File: config.mk
export PLATFORM = sky130hd
export DESIGN_NAME = cache_arbiter
export DESIGN_NICKNAME = d
export VERILOG_FILES = /design/src/rtl/cache_arbiter_pkg.sv /design/src/rtl/cache_arbiter_req_latch.sv /design/src/rtl/cache_arbiter.sv
export SDC_FILE = /design/constraint.sdc
export NUM_CORES = 1
export LEC_CHECK = 0
export ABC_AREA = 1
export BUFFER_PORTS_ARGS = -buffer_cell sky130_fd_sc_hd__buf_2
export CAP_MARGIN = 0
export CELL_PAD_IN_SITES_DETAIL_PLACEMENT = 1
export CELL_PAD_IN_SITES_GLOBAL_PLACEMENT = 2
export CORE_AREA = 2 2 273 275
export CTS_CLUSTER_DIAMETER = 40
export DETAILED_ROUTE_END_ITERATION = 10
export DIE_AREA = 0 0 275 277
export PLACE_DENSITY = 0.58
export SETUP_SLACK_MARGIN = 0.3
export SLEW_MARGIN = 10
export SYNTH_ARGS = -nofsm -noshare
export SYNTH_HDL_FRONTEND = slang
export SYNTH_SLANG_ARGS = --single-unit
File: constraint.sdc
create_clock -name clk -period 7 [get_ports clk]
set_input_delay 0.35 -clock clk [delete_from_list [all_inputs] [get_ports clk]]
set_output_delay 0.35 -clock clk [all_outputs]
set_load 0.01 [all_outputs]
File: src/rtl/cache_arbiter_pkg.sv
// Shared LC-3b memory-side types and the arbiter state encoding.
package lc3b_types;

  typedef logic [15:0]  lc3b_word;
  typedef logic [127:0] lc3b_c_line;

  // Byte offset bits inside one 16-byte cache line.
  localparam int unsigned LINE_OFFSET_W = 4;

  typedef enum logic [1:0] {
    IDLE    = 2'd0,
    SERVE_I = 2'd1,
    SERVE_D = 2'd2
  } arb_state_t;

endpackage

File: src/rtl/cache_arbiter_req_latch.sv
// Holds the granted request (op, line-aligned address, write data) for the
// duration of one physical-memory transaction.
module cache_arb_req_latch
  import lc3b_types::*;
#(
  parameter int unsigned ADDR_WIDTH = 16,
  parameter int unsigned LINE_WIDTH = 128
) (
  input  logic                  clk,
  input  logic                  reset,
  input  logic                  load,
  input  logic                  read,
  input  logic                  write,
  input  logic [ADDR_WIDTH-1:0] address,
  input  logic [LINE_WIDTH-1:0] wdata,
  output logic                  lat_read,
  output logic                  lat_write,
  output logic [ADDR_WIDTH-1:0] lat_address,
  output logic [LINE_WIDTH-1:0] lat_wdata
);

  always_ff @(posedge clk or posedge reset) begin
    if (reset) begin
      lat_read    <= 1'b0;
      lat_write   <= 1'b0;
      lat_address <= '0;
      lat_wdata   <= '0;
    end else if (load) begin
      lat_read    <= read;
      lat_write   <= write;
      lat_address <= {address[ADDR_WIDTH-1:LINE_OFFSET_W], {LINE_OFFSET_W{1'b0}}};
      lat_wdata   <= wdata;
    end
  end

endmodule

File: src/rtl/cache_arbiter.sv
// Merges I-cache and D-cache line requests onto one physical memory port.
// Define CACHE_ARB_ROUND_ROBIN_EN for alternating priority on simultaneous requests.
module cache_arbiter
  import lc3b_types::*;
#(
  parameter int unsigned ADDR_WIDTH = 16,
  parameter int unsigned LINE_WIDTH = 128
) (
  input  logic                  clk,
  input  logic                  reset,
  input  logic                  i_pmem_read,
  input  logic [ADDR_WIDTH-1:0] i_pmem_address,
  output logic [LINE_WIDTH-1:0] i_pmem_rdata,
  output logic                  i_pmem_resp,
  input  logic                  d_pmem_read,
  input  logic                  d_pmem_write,
  input  logic [ADDR_WIDTH-1:0] d_pmem_address,
  input  logic [LINE_WIDTH-1:0] d_pmem_wdata,
  output logic [LINE_WIDTH-1:0] d_pmem_rdata,
  output logic                  d_pmem_resp,
  output logic                  pmem_read,
  output logic                  pmem_write,
  output logic [ADDR_WIDTH-1:0] pmem_address,
  output logic [LINE_WIDTH-1:0] pmem_wdata,
  input  logic [LINE_WIDTH-1:0] pmem_rdata,
  input  logic                  pmem_resp
);

  arb_state_t state, next_state;
  logic d_req, grant_d, grant_i, load;
  logic lat_read, lat_write;
  logic [ADDR_WIDTH-1:0] sel_address;
  logic [LINE_WIDTH-1:0] sel_wdata;

  assign d_req = d_pmem_read | d_pmem_write;

`ifdef CACHE_ARB_ROUND_ROBIN_EN
  logic last_grant;  // 0 = I, 1 = D

  assign grant_d = d_req & ~(i_pmem_read & last_grant);
  assign grant_i = i_pmem_read & ~grant_d;

  always_ff @(posedge clk or posedge reset) begin
    if (reset)
      last_grant <= 1'b0;
    else if (load)
      last_grant <= grant_d;
  end
`else
  assign grant_d = d_req;
  assign grant_i = i_pmem_read & ~d_req;
`endif

  assign load        = (state == IDLE) & (grant_d | grant_i);
  assign sel_address = grant_d ? d_pmem_address : i_pmem_address;
  assign sel_wdata   = grant_d ? d_pmem_wdata : '0;

  always_comb begin
    next_state = state;
    case (state)
      IDLE: begin
        if (grant_d)
          next_state = SERVE_D;
        else if (grant_i)
          next_state = SERVE_I;
      end
      SERVE_I, SERVE_D: begin
        if (pmem_resp)
          next_state = IDLE;
      end
      default: next_state = IDLE;
    endcase
  end

  always_ff @(posedge clk or posedge reset) begin
    if (reset)
      state <= IDLE;
    else
      state <= next_state;
  end

  // A simultaneous read+write from D resolves to a write.
  cache_arb_req_latch #(
    .ADDR_WIDTH(ADDR_WIDTH),
    .LINE_WIDTH(LINE_WIDTH)
  ) u_req_latch (
    .clk        (clk),
    .reset      (reset),
    .load       (load),
    .read       (grant_d ? (d_pmem_read & ~d_pmem_write) : 1'b1),
    .write      (grant_d & d_pmem_write),
    .address    (sel_address),
    .wdata      (sel_wdata),
    .lat_read   (lat_read),
    .lat_write  (lat_write),
    .lat_address(pmem_address),
    .lat_wdata  (pmem_wdata)
  );

  assign pmem_read    = (state != IDLE) & lat_read;
  assign pmem_write   = (state != IDLE) & lat_write;
  assign i_pmem_resp  = (state == SERVE_I) & pmem_resp;
  assign d_pmem_resp  = (state == SERVE_D) & pmem_resp;
  assign i_pmem_rdata = pmem_rdata;
  assign d_pmem_rdata = pmem_rdata;

endmodule

==> results of run 1 <==
-- per-layer routing --
layer / wire (um) / vias to the layer above / share of wire (%) / track usage [%]
li1: - / 2588 / - / -
met5: 34 / - / 0.13 / 0
met4: 1500 / 6 / 5.9 / 4.98
met1: 9380 / 2538 / 37 / 6.63
met3: 2800 / 109 / 11 / 3.80
met2: 11700 / 308 / 46 / 10.7
-- cell families after synthesis --
kind of cell | count (synthesis)
buffers and inverters | 305
and+or+nand+nor | 476
other | 1
AOI/OAI and AO/OA | 2
adders and majority gates | 3
DFF | 144
-- sequential cells by signal, summed over array words and instances, names as in the netlist --
name and flops:
state 2, u_req_latch.lat_write 1, u_req_latch.lat_address 12, u_req_latch.lat_read 1
u_req_latch.lat_wdata 128
-- layout make-up --
class	count	area [um2]	area share (%)
clock buffers	19	433	4.85
clock inverters	13	188	2.10
multi-input cells	485	1880	21.1
well taps	969	1210	13.6
inverters	13	53.8	0.603
flip-flops and latches	144	3600	40.4
repair buffers	307	1550	17.4
-- worst max-delay path, delay by kind of cell, from the launching register on --
family | cells | cell delay, ns
flops | 1 | 0.38
simple gates | 3 | 0.61
fa+ha+maj | 1 | 0.33
buf+inv | 2 | 0.78
-- per-stage QoR --
step | power, mW | cells | worst slack [ns]
after floorplan | 2.39 | 934 | 2.78
after global routing | 4.28 | 1950 | 4.41
final | 3.91 | 1950 | 4.78
after CTS | 4.07 | 1950 | 4.55
after global placement | 2.92 | 1917 | 4.27
after detailed placement | 2.97 | 1917 | 4.18
-- power breakdown --
group	internal (mW)	switching, mW
clock network	0.598	0.434
logic	0.507	0.946
registers	1.22	0.199
total	2.33	1.58
-- worst paths after layout --
path                                            from                    endpoint  slack [ns]  depth (start not counted)
max in group asynchronous                      reset   u_req_latch.lat_wdata[91]        5.36                          4
max reg2reg                                 state[0]   u_req_latch.lat_wdata[65]        4.78                          6
min                                d_pmem_wdata[119]  u_req_latch.lat_wdata[119]        0.08                          3
min in group asynchronous                      reset   u_req_latch.lat_wdata[43]        0.45                          3
min reg2reg                u_req_latch.lat_wdata[38]   u_req_latch.lat_wdata[38]        0.47                          2
max                                         state[0]   u_req_latch.lat_wdata[65]        4.78                          6
-- synth_stat cells --
cell                      number  area [um2]
sky130_fd_sc_hd__nand2_1     469        1760
sky130_fd_sc_hd__buf_4       261        1960
sky130_fd_sc_hd__dfrtp_1     144        3600
sky130_fd_sc_hd__buf_2        24         120
sky130_fd_sc_hd__inv_1        13        48.8
sky130_fd_sc_hd__buf_1         6        22.5
sky130_fd_sc_hd__ha_1          3        37.5
sky130_fd_sc_hd__nor2_1        3        11.3
sky130_fd_sc_hd__o21ai_0       2        10.0
sky130_fd_sc_hd__buf_6         1        11.3
sky130_fd_sc_hd__conb_1        1        3.75
sky130_fd_sc_hd__nand2_2       1        6.26
sky130_fd_sc_hd__nand3_1       1        5.00
sky130_fd_sc_hd__nand4_1       1        6.26
sky130_fd_sc_hd__nor2_4        1        11.3
==> out/summary.log, run 1 <==
qor: setup_path.kind_of_critical_path reg2reg
qor: clocking.clock_insertion_delay_worst_skew 0.47 ns
qor: detailed_routing.drc 0
qor: setup_path.worst_ep_arrival_time 2.62 ns
qor: final_layout.final_common_cell sky130_fd_sc_hd__nand2_1
qor: setup_path.critPathMostFrequentCell sky130_fd_sc_hd__nand2_1
qor: detailed_routing.finalWirelength 25,500 um
qor: final_layout.layout.nets 1,265
qor: final_layout.final_core_util 12.1%
qor: final_layout.mostFrequentLayoutCells sky130_fd_sc_hd__nand2_1 (469), sky130_fd_sc_hd__buf_2 (301), sky130_fd_sc_hd__dfrtp_1 (144)
qor: final_layout.post_route_cells_drive_above_1_share 34.7%
qor: clocking.cts_tree built
qor: floorplan.chipHeight 277 um
qor: clocking.clkSlewWorstSetupHoldPaths 0.07 ns
qor: synthesis.netlist_instances 931
qor: synthesis.synth.ff_latch_count 144
qor: placement.hpwl 18,300 um
qor: global_routing.antenna_found_initial 5
qor: floorplan.std_cell_rows 100
qor: global_routing.first_global_vias 6,056
qor: global_routing.grt_remaining_overflow 0
qor: synthesis.synth_compound_area_share 0.131%
qor: floorplan.ioPinCount 698
qor: sta.layout_min_cycle_time 2.22 ns
qor: setup_path.cp_max_fo 81
qor: sta.finalSetupViolCount 0
qor: job.max_cap_viol_count 0
qor: sta.setup_total_negative_slack 0 ns
qor: global_routing.grt_start_max_net_pins 82
qor: sta.fin_worst_skew 0.00772 ns
qor: setup_path.crit_chain inv_1 > ha_1 > nand2_8 > buf_4 > nand2_1 > nand2_1
qor: placement.gp_congestion 0.692
qor: clocking.maximum_root_to_sink_buffer_count 2
qor: clocking.cts_inserted_buffers 17
qor: sta.final.period_utilization 31.7%
qor: clocking.clkSinkCount 144
qor: detailed_routing.drt_first_pass_iters 4
qor: detailed_routing.drtAntennaViolNets 0
qor: clocking.postCtsSetupRepairBufs 0
qor: sta.timing.final.max_slew_violations 0
qor: run_status.outcome completed
qor: synthesis.synth.distinct_cells 15
qor: floorplan.coreArea 73,600 um2
qor: sta.rsz0062_at_grt no
qor: floorplan.floorplan.initialDensity 10.4%
qor: sta.fmax 0.451 GHz
qor: synthesis.synth.area.mux_share 0%
qor: detailed_routing.drt-vias-per-instance 2.85
qor: clocking.hold_buffers_post_cts 1
qor: sta.timing_hold_violations_final 0
qor: power.peakVddDrop 128 uV
qor: power.power.density 438 nW/um2
qor: final_layout.filler_cell_count 8,881
qor: sta.tightest_slew 0.866 ns
qor: final_layout.finalInstanceArea 8930 um2
qor: final_layout.area.growth.synth_to_final 17.2%
qor: global_routing.wire_length_of_the_first_global_routing_pass 37,700 um
qor: synthesis.syn-mean-instance-area 8.18 um2
qor: global_routing.globalRouteTotalUtil 6.80%
qor: synthesis.yosys_warnings 0
qor: placement.post_dp_cell_area 8300 um2
qor: final_layout.antennaDiodeCount 0
qor: placement.number_of_port_buffers 301
qor: sta.worst_hold_slack 0.0755 ns
qor: detailed_routing.via_count 5,549
qor: clocking.post_cts.resized_instances 0
qor: synthesis.basic_gate_share_of_the_synthesized_area_counting_and_or_nand_and_nor_cells 23.6%
qor: setup_path.critPathSlowestCell sky130_fd_sc_hd__buf_4
qor: synthesis.synth.cell_area 7620 um2
qor: synthesis.ys_seq_area_share 47.3%
qor: synthesis.synthXorXnorAreaFrac 0%
qor: detailed_routing.average_wire_per_cell_in_the_routed_design 13.1 um
qor: synthesis.synthAdderAreaFrac 0.493%
qor: detailed_routing.first_iter_violations 177
qor: setup_path.crit_path_end_kind register
qor: power.total_leakage_power 4.84 nW
qor: min_path.timing.hold.worst.class in2reg
qor: setup_path.critical_path_required 7.40 ns
qor: floorplan.dieArea 76,200 um2
qor: clocking.h-tree-depth 4
qor: synthesis.synth_top_family_by_area buffers and inverters
qor: setup_path.startpoint_type register
qor: clocking.clk_root_buffer_cell sky130_fd_sc_hd__clkbuf_16
qor: setup_path.crit_path_max_incr_delay 0.70 ns
qor: floorplan.chipWidth 275 um
qor: sta.worst_slew_margin_rel 42.3%
(Power assumes the default switching activity.)
==> inputs of run 2 (changes only) <==
--- a/config.mk
+++ b/config.mk
@@ -10,11 +10,11 @@
 export CAP_MARGIN = 0
 export CELL_PAD_IN_SITES_DETAIL_PLACEMENT = 1
 export CELL_PAD_IN_SITES_GLOBAL_PLACEMENT = 2
-export CORE_AREA = 2 2 273 275
+export CORE_AREA = 2 2 272 274
 export CTS_CLUSTER_DIAMETER = 40
 export DETAILED_ROUTE_END_ITERATION = 10
-export DIE_AREA = 0 0 275 277
-export PLACE_DENSITY = 0.58
+export DIE_AREA = 0 0 274 276
+export PLACE_DENSITY = 0.59
 export SETUP_SLACK_MARGIN = 0.3
 export SLEW_MARGIN = 10
 export SYNTH_ARGS = -nofsm -noshare
==> constraint.sdc (replaced) <==
create_clock -name clk -period 2.2 [get_ports clk]
set_input_delay 0.11 -clock clk [delete_from_list [all_inputs] [get_ports clk]]
set_output_delay 0.11 -clock clk [all_outputs]
set_load 0.01 [all_outputs]
==> out/summary.log, run 2 (synthesis gave the netlist of run 1 again) <==
qor: floorplan.ioPinCount 698 [unchanged]
qor: placement.post_dp_cell_area 8430 um2 [was 8300 um2]
qor: floorplan.floorplan.initialDensity 10.5% [was 10.4%]
qor: sta.layout_min_cycle_time 1.76 ns
qor: global_routing.first_global_vias 6,785 [was 6,056]
qor: setup_path.worst_ep_arrival_time 2.12 ns [was 2.62 ns]
qor: clocking.cts_inserted_buffers 17 [unchanged]
qor: placement.gp_congestion 0.695 [was 0.692]
qor: clocking.cts_tree built [unchanged]
qor: global_routing.wire_length_of_the_first_global_routing_pass 38,800 um [was 37,700 um]
qor: sta.fin_worst_skew 0.0129 ns [was 0.00772 ns]
qor: detailed_routing.average_wire_per_cell_in_the_routed_design 11.9 um [was 13.1 um]
qor: detailed_routing.finalWirelength 25,200 um [was 25,500 um]
qor: clocking.h-tree-depth 4 [unchanged]
qor: detailed_routing.drt_first_pass_iters 4 [unchanged]
qor: floorplan.chipHeight 276 um [was 277 um]
qor: power.power.total 12.6 mW [was 3.91 mW]
qor: global_routing.antenna_found_initial 1 [was 5]
qor: min_path.min_delay_path_depth 6 [was 3]
qor: min_path.timing.hold.worst.class in2reg [unchanged]
qor: clocking.clock_insertion_delay_worst_skew 0.47 ns [about the same]
qor: setup_path.cp_max_fo 12 [was 81]
qor: global_routing.grtUsageMet2 10.7% [about the same]
qor: sta.tightest_slew 0.503 ns [was 0.866 ns]
qor: final_layout.area.growth.synth_to_final 39.0% [was 17.2%]
qor: floorplan.chipWidth 274 um [was 275 um]
qor: placement.post-place-ws 0.333 ns [was 4.18 ns]
qor: setup_path.crit_path_end_kind register [unchanged]
qor: final_layout.antennaDiodeCount 0 [unchanged]
qor: detailed_routing.drtAntennaViolNets 0 [unchanged]
qor: power.total_leakage_power 5.54 nW [was 4.84 nW]
qor: sta.rsz0062_at_grt no [unchanged]
qor: setup_path.startpoint_type input port [was register]
qor: sta.setup_total_negative_slack 0 ns [unchanged]
qor: final_layout.final_common_cell sky130_fd_sc_hd__nand2_1 [unchanged]
qor: detailed_routing.first_iter_violations 153 [was 177]
qor: setup_path.worst_r2r_path_depth 7 [was 6]
qor: detailed_routing.drc 0 [unchanged]
qor: final_layout.largest_register_ffs 128 [unchanged]
qor: global_routing.grt-busiest-layer met2 [unchanged]
qor: sta.fmax 0.569 GHz
qor: sta.worst_setup_slack_after_layout 0.443 ns [was 4.78 ns]
qor: job.max_cap_viol_count 0 [unchanged]
qor: clocking.clkSlewWorstSetupHoldPaths 0.06 ns [was 0.07 ns]
qor: floorplan.coreArea 72,600 um2 [was 73,600 um2]
qor: detailed_routing.via_count 6,251 [was 5,549]
qor: power.power.density 1190 nW/um2 [was 438 nW/um2]
qor: setup_path.critical_path_required 2.56 ns [was 7.40 ns]
qor: floorplan.dieArea 75,600 um2 [was 76,200 um2]
qor: sta.timing.final.max_slew_violations 0 [unchanged]
qor: global_routing.grt_use_met1 6.77% [was 6.63%]
qor: setup_path.kind_of_critical_path in2reg [was reg2reg]
qor: global_routing.grt_start_max_net_pins 66 [was 82]
qor: global_routing.globalRouteTotalUtil 6.77% [was 6.80%]
qor: power.p_sw 5.07 mW [was 1.58 mW]
qor: power.peakVddDrop 400 uV [was 128 uV]
qor: sta.timing_hold_violations_final 0 [unchanged]
qor: power.swShare 40.4% [about the same]
qor: final_layout.finalInstanceArea 10,600 um2 [was 8930 um2]
qor: placement.hpwl 17,900 um [was 18,300 um]
qor: clocking.clkSinkCount 144 [unchanged]
qor: global_routing.grt.met3_usage 3.45% [was 3.80%]
qor: clocking.maximum_root_to_sink_buffer_count 2 [unchanged]
qor: final_layout.mostFrequentLayoutCells sky130_fd_sc_hd__nand2_1 (469), sky130_fd_sc_hd__buf_2 (301), sky130_fd_sc_hd__dlygate4sd3_1 (157) [was sky130_fd_sc_hd__nand2_1 (469), sky130_fd_sc_hd__buf_2 (301), sky130_fd_sc_hd__dfrtp_1 (144)]
qor: power.sequentialPowerShare 36.0% [was 36.4%]
qor: power.p_int 7.50 mW [was 2.33 mW]
qor: final_layout.register_name_with_the_most_flops u_req_latch.lat_wdata [unchanged]
qor: sta.finalSetupViolCount 0 [unchanged]
qor: run_status.outcome completed [unchanged]
qor: final_layout.reg.largest.list u_req_latch.lat_wdata: 128 flops, u_req_latch.lat_address: 12 flops, state: 2 flops [unchanged]
qor: sta.final.period_utilization 79.9%
qor: placement.number_of_port_buffers 301 [unchanged]
qor: final_layout.layout.nets 1,433 [was 1,265]
qor: power.clkPwrFrac 23.5% [was 26.4%]
qor: sta.worst_slew_margin_rel 66.4% [was 42.3%]
qor: final_layout.post_route_cells_drive_above_1_share 30.7% [was 34.7%]
qor: power.comb_power_share 40.5% [was 37.2%]
qor: detailed_routing.drt-vias-per-instance 2.97 [was 2.85]
qor: global_routing.grt_remaining_overflow 0 [unchanged]
qor: floorplan.std_cell_rows 99 [was 100]
qor: setup_path.worst-r2r-setup-slack 0.48 ns [was 4.78 ns]
qor: clocking.clk_root_buffer_cell sky130_fd_sc_hd__clkbuf_16 [unchanged]
## run 2: changes by cell type in the layout (fill, tap and decap cells not counted), sizes merged
cell	previous run	this run
clkbuf	19	21
clkinv	8	5
dlygate4sd3	1	157
clkinvlp	0	4
bufinv	4	1
buf	306	318
## run 2: routing by layer
metal / routed length [um] / vias up
met5: 61 / -
met4: 1320 / 4
met3: 2520 / 108
met2: 11800 / 301
met1: 9520 / 2911
li1: - / 2927
## run 2: power by group through the flow
stage	registers (mW)	clock network, mW	logic, mW
floorplan	5.15	0	2.45
global placement	4.54	0	4.91
detailed placement	4.57	0	4.99
CTS	4.54	3.18	5.23
global route	4.71	3.26	5.78
finish	4.52	2.96	5.09
## run 2: stage by stage
stage | util [%] | hold slack [ns] | std cells
final | 14.6 | 0.0718 | 2108
after global placement | 11.6 | 0.123 | 1917
after floorplan | - | 0.217 | 934
after global routing | 14.6 | 0.0914 | 2108
after detailed placement | 11.6 | 0.119 | 1917
after CTS | 14.5 | 0.0162 | 2106
## run 2: final timing paths
kind                                           startpoint                          to
min in group asynchronous                           reset  u_req_latch.lat_wdata[117]
worst max register to register                   state[0]   u_req_latch.lat_wdata[97]
worst min-delay path                          d_pmem_read                    state[1]
worst min register to register  u_req_latch.lat_wdata[87]   u_req_latch.lat_wdata[87]
max in group asynchronous                           reset   u_req_latch.lat_wdata[28]
worst max-delay path                         d_pmem_write  u_req_latch.lat_address[6]
## run 2: final cells by class
cell class / count / area (um2)
timing repair buffer: 475 / 3280
clock inverter: 11 / 104
sequential: 144 / 3600
tap: 959 / 1200
inverter: 13 / 56.3
clock buffer: 21 / 460
fill: 8706 / 62000
multi-input combinational: 485 / 1880
## run 2: worst max-delay path, stage by stage
cell                            delay [ns]
sky130_fd_sc_hd__dlygate4sd3_1        0.54
sky130_fd_sc_hd__buf_2                0.15
sky130_fd_sc_hd__inv_1                0.07
sky130_fd_sc_hd__nand2_1              0.31
sky130_fd_sc_hd__nand2_1              0.17
sky130_fd_sc_hd__nand2_1              0.07
sky130_fd_sc_hd__dlygate4sd3_1        0.57
sky130_fd_sc_hd__nand2_1              0.07
sky130_fd_sc_hd__nand2_1              0.05
## run 2: repair_timing
item	4_1_cts	5_1_grt
endpoints found under the setup margin	0	58
gates resized for setup	0	2
endpoints found under the hold margin	261	0
buffers inserted	0	2
hold buffers	157	0
==> inputs of run 3 (changes only) <==
--- a/config.mk
+++ b/config.mk
@@ -14,7 +14,7 @@
 export CTS_CLUSTER_DIAMETER = 40
 export DETAILED_ROUTE_END_ITERATION = 10
 export DIE_AREA = 0 0 274 276
-export PLACE_DENSITY = 0.59
+export PLACE_DENSITY = 0.61
 export SETUP_SLACK_MARGIN = 0.3
 export SLEW_MARGIN = 10
 export SYNTH_ARGS = -nofsm -noshare
==> constraint.sdc (replaced) <==
create_clock -name clk -period 1.6 [get_ports clk]
set_input_delay 0.08 -clock clk [delete_from_list [all_inputs] [get_ports clk]]
set_output_delay 0.08 -clock clk [all_outputs]
set_load 0.01 [all_outputs]
==> out/summary.log, run 3 (synthesis gave the netlist of run 1 again) <==
qor: run_status.outcome completed [unchanged]
qor: sta.timing_hold_violations_final 0 [unchanged]
qor: final_layout.final_common_cell sky130_fd_sc_hd__nand2_1 [unchanged]
qor: detailed_routing.first_iter_violations 161 [was 153]
qor: final_layout.post_route_cells_drive_above_1_share 41.4% [was 30.7%]
qor: clocking.cts_tree built [unchanged]
qor: global_routing.grt_start_max_net_pins 99 [was 66]
qor: setup_path.critical_path_required 2.00 ns [was 2.56 ns]
qor: sta.timing.final.max_slew_violations 0 [unchanged]
qor: detailed_routing.finalWirelength 32,300 um [was 25,200 um]
qor: clocking.maximum_root_to_sink_buffer_count 2 [unchanged]
qor: setup_path.cp_max_fo 7 [was 12]
qor: global_routing.wire_length_of_the_first_global_routing_pass 46,400 um [was 38,800 um]
qor: sta.final.period_utilization 97.7%
qor: sta.finalSetupViolCount 0 [unchanged]
qor: setup_path.worst_ep_arrival_time 1.97 ns [was 2.12 ns]
qor: power.total_leakage_power 6.38 nW [was 5.54 nW]
qor: final_layout.register_name_with_the_most_flops u_req_latch.lat_wdata [unchanged]
qor: floorplan.coreArea 72,600 um2 [unchanged]
qor: setup_path.worst-r2r-setup-slack 0.04 ns [was 0.48 ns]
qor: clocking.clk_root_buffer_cell sky130_fd_sc_hd__clkbuf_16 [unchanged]
qor: sta.worst_slew_margin_rel 58.4% [was 66.4%]
qor: setup_path.crit_path_end_kind register [unchanged]
qor: floorplan.ioPinCount 698 [unchanged]
qor: setup_path.kind_of_critical_path reg2reg [was in2reg]
qor: detailed_routing.drc 0 [unchanged]
qor: detailed_routing.drt_first_pass_iters 6 [was 4]
qor: power.power.total 23.1 mW [was 12.6 mW]
qor: floorplan.floorplan.initialDensity 10.5% [unchanged]
qor: setup_path.startpoint_type register [was input port]
qor: placement.number_of_port_buffers 301 [unchanged]
qor: detailed_routing.drtAntennaViolNets 0 [unchanged]
qor: global_routing.antenna_found_initial 6 [was 1]
qor: floorplan.std_cell_rows 99 [unchanged]
qor: floorplan.dieArea 75,600 um2 [unchanged]
qor: sta.fin_worst_skew 0.0123 ns [was 0.0129 ns]
qor: min_path.timing.hold.worst.class in2reg [unchanged]
qor: job.max_cap_viol_count 0 [unchanged]
qor: clocking.clock_insertion_delay_worst_skew 0.48 ns [was 0.47 ns]
qor: sta.tightest_slew 0.624 ns [was 0.503 ns]
qor: final_layout.area.growth.synth_to_final 62.3% [was 39.0%]
qor: placement.hpwl 17,800 um [was 17,900 um]
qor: floorplan.chipHeight 276 um [unchanged]
qor: sta.worst_setup_slack_after_layout 0.0366 ns [was 0.443 ns]
qor: clocking.clkSlewWorstSetupHoldPaths 0.06 ns [about the same]
qor: clocking.clkSinkCount 144 [unchanged]
qor: placement.gp_congestion 0.715 [was 0.695]
qor: global_routing.grt_remaining_overflow 0 [unchanged]
qor: sta.fmax 0.640 GHz
qor: power.power.density 1870 nW/um2 [was 1190 nW/um2]
qor: detailed_routing.average_wire_per_cell_in_the_routed_design 14.9 um [was 11.9 um]
qor: final_layout.largest_register_ffs 128 [unchanged]
qor: sta.rsz0062_at_grt yes [was no]
qor: final_layout.reg.largest.list u_req_latch.lat_wdata: 128 flops, u_req_latch.lat_address: 12 flops, state: 2 flops [unchanged]
qor: detailed_routing.via_count 6,593 [was 6,251]
qor: global_routing.globalRouteTotalUtil 8.56% [was 6.77%]
qor: final_layout.antennaDiodeCount 0 [unchanged]
qor: floorplan.chipWidth 274 um [unchanged]
qor: final_layout.layout.nets 1,493 [was 1,433]
qor: final_layout.filler_cell_count 8,575 [was 8,706]
qor: detailed_routing.drt-vias-per-instance 3.04 [was 2.97]
qor: sta.layout_min_cycle_time 1.56 ns
qor: clocking.h-tree-depth 4 [unchanged]
qor: power.peakVddDrop 782 uV [was 400 uV]
qor: clocking.cts_inserted_buffers 17 [unchanged]
qor: global_routing.first_global_vias 7,396 [was 6,785]
qor: final_layout.mostFrequentLayoutCells sky130_fd_sc_hd__nand2_1 (391), sky130_fd_sc_hd__buf_2 (298), sky130_fd_sc_hd__dlygate4sd3_1 (156) [was sky130_fd_sc_hd__nand2_1 (469), sky130_fd_sc_hd__buf_2 (301), sky130_fd_sc_hd__dlygate4sd3_1 (157)]
qor: placement.post-place-ws 0.0442 ns [was 0.333 ns]
[run 3: changes by cell type in the layout (fill, tap and decap cells not counted), sizes merged]
cell	delta
dlygate4sd3	-1
clkinvlp	+1
inv	+2
bufbuf	+7
bufinv	+2
clkinv	-3
clkbuf	-2
buf	+54
[run 3: final cells by class]
cell class              count  area [um2]  share of cell area, %
inverters                  13        56.3                  0.455
flip-flops and latches    144        3600                   29.1
repair buffers            535        4640                   37.5
clock inverters            13         176                   1.43
multi-input cells         485        2250                   18.2
clock buffers              19         433                   3.50
well taps                 959        1200                   9.70
[run 3: path summary, 6_finish.rpt]
check | to | startpoint | cells after the start
worst max-delay path | u_req_latch.lat_address[7] | state[1] | 11
worst min-delay path | state[0] | d_pmem_write | 5
worst max register to register | u_req_latch.lat_address[7] | state[1] | 11
worst min register to register | u_req_latch.lat_wdata[87] | u_req_latch.lat_wdata[87] | 2
max in group asynchronous | u_req_latch.lat_wdata[36] | reset | 4
min in group asynchronous | u_req_latch.lat_wdata[76] | reset | 4
[run 3: worst max-delay path, cell delays in order (launching register included)]
cell and delay [ns]:
sky130_fd_sc_hd__dfrtp_1 0.39, sky130_fd_sc_hd__inv_2 0.09, sky130_fd_sc_hd__ha_4 0.14, sky130_fd_sc_hd__buf_8 0.13, sky130_fd_sc_hd__nand2_8 0.08, sky130_fd_sc_hd__buf_6 0.13, sky130_fd_sc_hd__buf_6 0.10, sky130_fd_sc_hd__buf_6 0.11
sky130_fd_sc_hd__clkinvlp_4 0.08, sky130_fd_sc_hd__buf_8 0.14, sky130_fd_sc_hd__nand2_2 0.05, sky130_fd_sc_hd__nand2_1 0.06
[run 3: metal layers]
metal | wire, um | GRT usage, %
met1 | 12400 | 8.77
met2 | 15900 | 14.5
met3 | 2270 | 3.08
met4 | 1640 | 5.82
met5 | 111 | 0.449
[run 3: timing repair]
action                                  4_1_cts  5_1_grt
endpoints found under the hold margin       288        0
resized for setup                            85       97
pin swaps                                     4        3
setup buffers                                30        9
hold buffers                                156        0
cloned                                       26        0
endpoints found under the setup margin      144      148
[run 3: stage by stage]
| step | hold WS [ns] | cell area (um2) | setup TNS [ns] | util [%] | cells |
|---|---|---|---|---|---|
| CTS | 0.0709 | 11900 | 0 | 16.4 | 2159 |
| detailed placement | 0.160 | 8430 | 0 | 11.6 | 1915 |
| global placement | 0.160 | 8430 | 0 | 11.6 | 1915 |
| floorplan | 0.187 | 7680 | -41.05 | - | 934 |
| finish | 0.126 | 12400 | 0 | 17.0 | 2168 |
| global route | 0.109 | 12400 | -1.49 | 17.0 | 2168 |
[run 3: where the power goes]
group | total [mW] | switching (mW) | internal, mW
logic | 12.2 | 6.00 | 6.16
clock network | 4.47 | 1.98 | 2.49
registers | 6.45 | 1.09 | 5.36
total | 23.1 | 9.07 | 14.0
